<file path="config.mk">
export PLATFORM = sky130hd
export DESIGN_NAME = vga_timing_gen
export DESIGN_NICKNAME = d
export VERILOG_FILES = /design/src/rtl/vga_timing_pkg.sv /design/src/rtl/pixel_en_gen.sv /design/src/rtl/vga_timing_gen.sv
export SDC_FILE = /design/constraint.sdc
export NUM_CORES = 1
export LEC_CHECK = 0
export ABC_CLOCK_PERIOD_IN_PS = 2090
export CAP_MARGIN = 30
export CORE_ASPECT_RATIO = 0.75
export CORE_MARGIN = 1
export CORE_UTILIZATION = 40
export DETAILED_ROUTE_END_ITERATION = 12
export PLACE_DENSITY = 0.69
export SYNTH_ARGS = -nofsm -noshare
export SYNTH_HDL_FRONTEND = slang
export SYNTH_SLANG_ARGS = --single-unit
</file>
<file path="constraint.sdc">
create_clock -name clk -period 2.09 [get_ports clk]
set_input_delay 0.209 -clock clk [delete_from_list [all_inputs] [get_ports clk]]
set_output_delay 0.209 -clock clk [all_outputs]
set_load 0.03 [all_outputs]
</file>
<file path="src/rtl/vga_timing_pkg.sv">
// Shared 640x480@60Hz VGA timing constants and helpers for vga_timing_gen.
package vga_timing_pkg;

  localparam int unsigned CNT_W = 10;

  localparam int unsigned DEF_CLK_DIV  = 4;
  localparam int unsigned DEF_H_TOTAL  = 800;
  localparam int unsigned DEF_H_SYNC   = 96;
  localparam int unsigned DEF_H_BP     = 48;
  localparam int unsigned DEF_H_ACTIVE = 640;
  localparam int unsigned DEF_V_TOTAL  = 525;
  localparam int unsigned DEF_V_SYNC   = 2;
  localparam int unsigned DEF_V_BP     = 33;
  localparam int unsigned DEF_V_ACTIVE = 480;

  localparam int unsigned H_ACT_START = DEF_H_SYNC + DEF_H_BP;
  localparam int unsigned H_ACT_END   = H_ACT_START + DEF_H_ACTIVE - 1;
  localparam int unsigned V_ACT_START = DEF_V_SYNC + DEF_V_BP;
  localparam int unsigned V_ACT_END   = V_ACT_START + DEF_V_ACTIVE - 1;

  typedef logic [CNT_W-1:0] cnt_t;

  // Inclusive window test on a raster coordinate.
  function automatic logic in_window(cnt_t val, int unsigned lo, int unsigned hi);
    return (val >= CNT_W'(lo)) && (val <= CNT_W'(hi));
  endfunction

endpackage

</file>
<file path="src/rtl/pixel_en_gen.sv">
// Divides the system clock into a registered one-clk pixel enable every CLK_DIV clocks.
module pixel_en_gen #(
  parameter int unsigned CLK_DIV = 4
) (
  input  logic clk,
  input  logic rst,
  output logic pixel_en
);

  logic r_pixel_en;

  generate
    if (CLK_DIV <= 1) begin : g_nodiv
      always_ff @(posedge clk) begin
        if (rst) r_pixel_en <= 1'b0;
        else     r_pixel_en <= 1'b1;
      end
    end else begin : g_div
      localparam int unsigned DivW = $clog2(CLK_DIV);
      logic [DivW-1:0] r_div;
      logic            w_wrap;

      assign w_wrap = (r_div >= DivW'(CLK_DIV - 1));

      // Pulse lands on the same edge the divider wraps, i.e. clk CLK_DIV after release.
      always_ff @(posedge clk) begin
        if (rst) begin
          r_div      <= '0;
          r_pixel_en <= 1'b0;
        end else begin
          r_div      <= w_wrap ? '0 : r_div + DivW'(1);
          r_pixel_en <= w_wrap;
        end
      end
    end
  endgenerate

  assign pixel_en = r_pixel_en;

endmodule

</file>
<file path="src/rtl/vga_timing_gen.sv">
// VGA raster timing generator: counters, syncs, active flag, pixel enable and frame tick.
// Define VGA_FRAME_COUNT_EN to build the 16-bit frame counter; otherwise frame_count is 0.
module vga_timing_gen
  import vga_timing_pkg::*;
#(
  parameter int unsigned CLK_DIV  = DEF_CLK_DIV,
  parameter int unsigned H_TOTAL  = DEF_H_TOTAL,
  parameter int unsigned H_SYNC   = DEF_H_SYNC,
  parameter int unsigned H_BP     = DEF_H_BP,
  parameter int unsigned H_ACTIVE = DEF_H_ACTIVE,
  parameter int unsigned V_TOTAL  = DEF_V_TOTAL,
  parameter int unsigned V_SYNC   = DEF_V_SYNC,
  parameter int unsigned V_BP     = DEF_V_BP,
  parameter int unsigned V_ACTIVE = DEF_V_ACTIVE
) (
  input  logic             clk,
  input  logic             rst,
  output logic [CNT_W-1:0] hCount,
  output logic [CNT_W-1:0] vCount,
  output logic             bright,
  output logic             hSync,
  output logic             vSync,
  output logic             pixel_en,
  output logic             frame_tick,
  output logic [15:0]      frame_count
);

  localparam int unsigned HActStart = H_SYNC + H_BP;
  localparam int unsigned HActEnd   = HActStart + H_ACTIVE - 1;
  localparam int unsigned VActStart = V_SYNC + V_BP;
  localparam int unsigned VActEnd   = VActStart + V_ACTIVE - 1;

  logic w_pixel_en;
  cnt_t r_h, r_v;
  cnt_t w_h_next, w_v_next;
  logic w_h_last, w_v_last, w_frame_wrap;
  logic r_bright, r_hsync, r_vsync, r_frame_tick;

  pixel_en_gen #(
    .CLK_DIV(CLK_DIV)
  ) u_pixel_en_gen (
    .clk     (clk),
    .rst     (rst),
    .pixel_en(w_pixel_en)
  );

  // ">=" so out-of-range states recover on the next pixel enable.
  assign w_h_last = (r_h >= CNT_W'(H_TOTAL - 1));
  assign w_v_last = (r_v >= CNT_W'(V_TOTAL - 1));

  always_comb begin
    w_h_next     = r_h;
    w_v_next     = r_v;
    w_frame_wrap = 1'b0;
    if (w_pixel_en) begin
      if (w_h_last) begin
        w_h_next = '0;
        if (w_v_last) begin
          w_v_next     = '0;
          w_frame_wrap = 1'b1;
        end else begin
          w_v_next = r_v + CNT_W'(1);
        end
      end else begin
        w_h_next = r_h + CNT_W'(1);
        if (r_v > CNT_W'(V_TOTAL - 1)) w_v_next = '0;
      end
    end
  end

  // Decoded outputs use next counter values so they line up with hCount/vCount.
  always_ff @(posedge clk) begin
    if (rst) begin
      r_h          <= '0;
      r_v          <= '0;
      r_bright     <= 1'b0;
      r_hsync      <= 1'b0;
      r_vsync      <= 1'b0;
      r_frame_tick <= 1'b0;
    end else begin
      r_h          <= w_h_next;
      r_v          <= w_v_next;
      r_bright     <= in_window(w_h_next, HActStart, HActEnd) &&
                      in_window(w_v_next, VActStart, VActEnd);
      r_hsync      <= (w_h_next >= CNT_W'(H_SYNC));
      r_vsync      <= (w_v_next >= CNT_W'(V_SYNC));
      r_frame_tick <= w_frame_wrap;
    end
  end

`ifdef VGA_FRAME_COUNT_EN
  logic [15:0] r_frame_count;

  always_ff @(posedge clk) begin
    if (rst)               r_frame_count <= '0;
    else if (w_frame_wrap) r_frame_count <= r_frame_count + 16'd1;
  end

  assign frame_count = r_frame_count;
`else
  assign frame_count = '0;
`endif

  assign hCount     = r_h;
  assign vCount     = r_v;
  assign bright     = r_bright;
  assign hSync      = r_hsync;
  assign vSync      = r_vsync;
  assign pixel_en   = w_pixel_en;
  assign frame_tick = r_frame_tick;

endmodule

</file>
==> metrics, run 1 <==
Post-Layout Cell Count=306; Post-Synth XOR/XNOR Area=4.44%; count of flip-flops with a built-in enable after synthesis=0; drt wl/cell=13.1 um; Post-synth ARST share=0%; largest net degree at the start of global routing=18; clock skew=4.69 ps; HPWL Detailed=3020 um; clk sink count=27; pre-CTS WS=-245 ps; hold slack=between 400 and 500 ps; crit path DAT=2510 ps; clock share of power=33.0%; # port buffers=26; required time of the critical path=2290 ps; multiplexer share of the synthesized area=under 10%; NetSw=0.000216 W; Detailed Routing Iterations Pass 1=4; Yosys Warn Count=0; Sequential Power Share=58.8%; total core area=approximately 3700 um^2; via count=1529; status=complete, but fails checks; setup slack after layout=-218 ps; 1st-iter DRT viols=105; leakage=0.902 nW; kind of critical path=reg -> reg; final setup vio count=2; CP Capture Type=register; Hold Path Depth=1; DRC violations left=0; Cell variety after synth=50; dominant synthesized flop cell=dfxtp_1; CTS tree=yes; Final Total Pwr=0.000884 W; full die area=between 4000 and 5000 um^2; Pint=between 0.0006 and 0.0007 W; die height=56.4 um; Seq/Total Area, Yosys=34.3%; largest family of logic cells by synthesized area=simple AND/OR/NAND/NOR gates; die span in x=74.5 um; clk slew on worst S/H paths=90 ps; CP Launch Type=register; fill count=350; CTS Hold Buffers Added=0; Inst Count DP=296; maximum fanout along the worst path=7; CTS Buf Count=3; min Tclk post-route=2310 ps; final antenna-violating net count=0; GRT Resource Usage Total=20.0%; Hold Vio Cnt, Final=0; Power Density=383 nW/um^2; gpl congestion=0.920; total negative setup slack=-297 ps; Final Routed Wirelength=3990 um; nets@finish=261; Initial Utilization=42.5%; Yosys reg bits=27; initial antenna violation count=0; failing checks=setup timing; Synth top cells by count=27 x dfxtp_1, 27 x nor2_1, 16 x buf_4, 10 x nand2_1; cell taking the most area after synthesis=dfxtp_1; synthesized area=1580 um^2; first-pass GRT wire length=about 6400 um; sw frac=24.5%; # diodes=0; clk_lat worst skew=270 ps; number of global-route vias before repair=approximately 1400; max-cap check violation count=0; DR vias/cell=5.00; Max Fclk=roughly 430 MHz; share of layout cells above drive strength 1=33.9%; period utilization=110%; num ports=43; Peak supply drop=0.372 mV; total global routing overflow=0; Worst Hold Class=reg -> reg; simple-gate portion of the synthesized area=26.9%; Gate power share=8.2%; R2R depth=8; clock root cell=clkbuf_8; Avg Cell Area, Syn=8.57 um^2; # rows=19; top-area cell type share of the netlist area=between 30% and 40%; RSZ-0062 raised after global routing=true; layout overhead on the synthesized area=46.5%; H-Tree Level Count=1; synth top area cells=dfxtp_1 34%, buf_4 7.6%, nor2_1 6.4%; Cells after Synth=184; final max-slew violation count=0; clk buf depth=2; post-synthesis compound-gate area fraction=a little under a fifth; Adder-Cell Fraction of Synth Area=3.17%
[worst max-delay path, stage by stage (launching register included)]
cell and delay, ps:
dfxtp_2 320, or3_4 420, o2111ai_4 290, nor2_4 120, buf_4 150, o22ai_2 150
o2111ai_1 150, or4_1 510, a31oi_1 130
[cell families (layout without fill, tap and decap cells)]
kind of cell,after synthesis,after routing
compound gates,33,33
xor+xnor,8,8
fa+ha+maj,4,4
buf+inv,29,84
flops,27,27
mux,2,2
other cells,1,16
simple gates,80,80
[path summary, 6_finish.rpt]
| path | from | endpoint | slack [ps] |
|---|---|---|---|
| worst max-delay path | hCount[7]$_SDFF_PP0_ | bright$_SDFF_PP0_ | -220 |
| worst min-delay path | u_pixel_en_gen.g_div.r_div[0]$_SDFF_PP0_ | u_pixel_en_gen.g_div.r_div[0]$_SDFF_PP0_ | 440 |
| worst max register to register | hCount[7]$_SDFF_PP0_ | bright$_SDFF_PP0_ | -220 |
| worst min register to register | u_pixel_en_gen.g_div.r_div[0]$_SDFF_PP0_ | u_pixel_en_gen.g_div.r_div[0]$_SDFF_PP0_ | 440 |
[final cells by class]
cell class	instances	area (um^2)	share of cell area [%]
well taps	52	65.1	2.82
inverters	5	18.8	0.812
flip-flops and latches	27	567	24.5
multi-input cells	143	987	42.7
clock buffers	4	45.0	1.95
repair buffers	75	628	27.2
[power groups by stage]
stage                     clock (W)  sequential [W]  combinational [W]
after detailed placement          0        0.000532          0.0000724
after CTS                  0.000308        0.000521          0.0000727
after global routing       0.000326        0.000521          0.0000799
after global placement            0        0.000532          0.0000712
after floorplan                   0        0.000534          0.0000791
final                      0.000292        0.000520          0.0000724
[sequential cells by signal, summed over array words and instances, names as in the netlist]
register,cells
hCount,10
vCount,10
u_pixel_en_gen.g_div.r_div,2
bright,1
frame_tick,1
hSync,1
u_pixel_en_gen.pixel_en,1
vSync,1
[per-stage QoR]
stage | utilization, % | instance area (um^2)
after global routing | 62.3 | 2310
final | 62.3 | 2310
after floorplan | - | 1700
after global placement | 58.9 | 2180
after detailed placement | 58.9 | 2180
after CTS | 61.2 | 2270
[layer usage]
metal / wire length (um) / track usage (%) / vias up
li1: - / - / 770
met1: 1980 / 30.2 / 699
met2: 1760 / 29.5 / 58
met3: 219 / 3.95 / 2
met4: 27 / 3.77 / 0
met5: 0 / 0 / -
[layout by cell type, fill, tap and decap left out, types with 4 or more instances in the layout]
cell type and count:
a22oi_1 4, buf_4 49, clkdlybuf4s50_1 26, conb_1 16, dfxtp_1 14, dfxtp_2 9
dfxtp_4 4, nand2_1 9, nand3_1 8, nor2_1 26, nor3_1 7, xor2_1 5
[repair_timing]
item | 4_1_cts | 5_1_grt
buffers inserted | 3 | 4
resized for setup | 2 | 6
pin swaps | 5 | 10
endpoints found under the hold margin | 0 | 0
endpoints found under the setup margin | 2 | 2
Power figures use the tool's default switching activity.
==> run 2: changes to the inputs <==
- ABC_CLOCK_PERIOD_IN_PS: 2090 -> 2900
- PLACE_DENSITY: 0.69 -> 0.66
- clock period: 2.09 -> 2.9 ns (I/O delays scaled with it)
==> run 2 against run 1 <==
- count of clock-buffer cells in the layout decreased by 1
- first-iteration DRC count increased by 2.9%
- cell area decreased by 20%
- via count decreased by 13%
- fmax decreased by 15%
- the flow now finishes without violations
- highest routed layer unchanged
- clock skew decreased by 2.7 ps
- largest power group unchanged
- register-to-register slack improved by 410 ps
- sequential share of layout area increased by 4.6 points
- core utilization decreased by 12 points
- worst setup slack improved by 410 ps
- sequential power decreased by 27%
- routed wire length decreased by 18%
==> metrics, run 2 (synthesized netlist as in run 1, its figures left out) <==
status=finished clean; Detailed Routing Iterations Pass 1=4; CP max stage cell=or4_1; Gate power share=7.3%; clk sink count=27; CP Capture Type=register; clk slew on worst S/H paths=90 ps; total negative setup slack=0 ps; # diodes=0; clock share of power=roughly a third; Initial Utilization=between 40% and 50%; via count=1333; clock root cell=clkbuf_8; Peak supply drop=0.219 mV; CTS Hold Buffers Added=0; CTS tree=yes; maximum fanout along the worst path=11; commonest non-fill, non-tap cells in the layout=27 x nor2_1, 27 x dfxtp_1, 26 x clkdlybuf4s50_1, 16 x conb_1, 10 x nand2_1; most used cell, CP=a31oi_1; DR vias/cell=5.17; die span in x=74.5 um; max-cap check violation count=0; Post-CTS Resized=0; fill count=379; final setup vio count=0; first-pass GRT wire length=5260 um; clk_lat worst skew=roughly 270 ps; number of post-CTS setup repair buffers=0; total core area=3710 um^2; Worst Hold Class=reg -> reg; Multi-input gate area=a little over 900 um^2; period utilization=roughly 93%; 1st-iter DRT viols=108; # rows=19; Worst path max stage delay=around 540 ps; RSZ-0062 raised after global routing=false; drt wl/cell=~13 um; min Tclk post-route=2710 ps; GRT Resource Usage Total=16.1%; H-Tree Level Count=1; Sequential Power Share=58.9%; Final Routed Wirelength=3260 um; full die area=4200 um^2; Reg area=541 um^2; num ports=43; HPWL Detailed=2440 um; Max Fclk=369 MHz; number of global-route vias before repair=1090; nets@finish=~210; setup slack after layout=191 ps; clk buf depth=2; clock skew=between 2 and 2.5 ps; final max-slew violation count=0; Hold Vio Cnt, Final=0; layout overhead on the synthesized area=17.5%; share of layout cells above drive strength 1=8.25%; gpl congestion=0.850; Pint=0.000482 W; total global routing overflow=0; crit path DAT=2910 ps; NetSw=0.000162 W; leakage=0.659 nW; pre-CTS WS=approximately 250 ps; die height=56.4 um; Power Density=347 nW/um^2; CTS Buf Count=3; # port buffers=26; required time of the critical path=3110 ps; crit-path cells=inv_1 > ha_1 > nand3b_1 > a31oi_1 > o21ai_2 > a221oi_2 > nand3_1 > or4_1 > a31oi_1; DRC violations left=0; final antenna-violating net count=0; CP Launch Type=register; initial antenna violation count=0; kind of critical path=reg -> reg; sw frac=approximately 25%; largest net degree at the start of global routing=19
## run 2: layout make-up
class                           instances  area share (%)
Sequential cell                        27            29.1
Inverter                                5            1.01
Timing Repair Buffer                   27            14.4
Multi-Input combinational cell        143            49.3
Clock inverter                          1           0.405
Tap cell                               52            3.51
Clock buffer                            3            2.23
## run 2: metrics by stage
stage | utilization (%) | hold WS (ps) | std cells | cell area, um^2 | total power (W)
floorplan | - | 407 | 199 | 1630 | 0.000445
global placement | 48.7 | 423 | 254 | 1810 | 0.000435
detailed placement | 48.7 | 425 | 254 | 1810 | 0.000435
CTS | 50.0 | 439 | 258 | 1850 | 0.000647
global route | 50.0 | 464 | 258 | 1850 | 0.000671
finish | 50.0 | 439 | 258 | 1850 | 0.000644
## run 2: path summary, 6_finish.rpt
kind,from,slack [ps],cells after the start,endpoint
max reg2reg,vCount[0]$_SDFF_PP0_,190,9,bright$_SDFF_PP0_
max,vCount[0]$_SDFF_PP0_,190,9,bright$_SDFF_PP0_
min,u_pixel_en_gen.g_div.r_div[0]$_SDFF_PP0_,440,1,u_pixel_en_gen.g_div.r_div[0]$_SDFF_PP0_
min reg2reg,u_pixel_en_gen.g_div.r_div[0]$_SDFF_PP0_,440,1,u_pixel_en_gen.g_div.r_div[0]$_SDFF_PP0_
## run 2: power groups by stage
stage,registers (W),logic [W],clock network (W)
floorplan,0.000388,0.0000567,0
global placement,0.000388,0.0000469,0
detailed placement,0.000388,0.0000470,0
CTS,0.000379,0.0000471,0.000221
global route,0.000380,0.0000513,0.000239
finish,0.000379,0.0000473,0.000217
## run 2: worst max-delay path, delay by kind of cell (launching register included)
kind            cells  cell delay (ps)
buf+inv             1               70
simple gates        3              900
fa+ha+maj           1              200
compound gates      4             1020
flops               1              460
## run 2: layer usage
metal  global-route usage, %  vias to the layer above  share of wire [%]
met5                       0                        -                  0
met4                    4.31                        0                1.3
met3                    4.49                        4                6.0
met2                    21.1                       49                 41
met1                    25.1                      607                 52
li1                        -                      673                  -
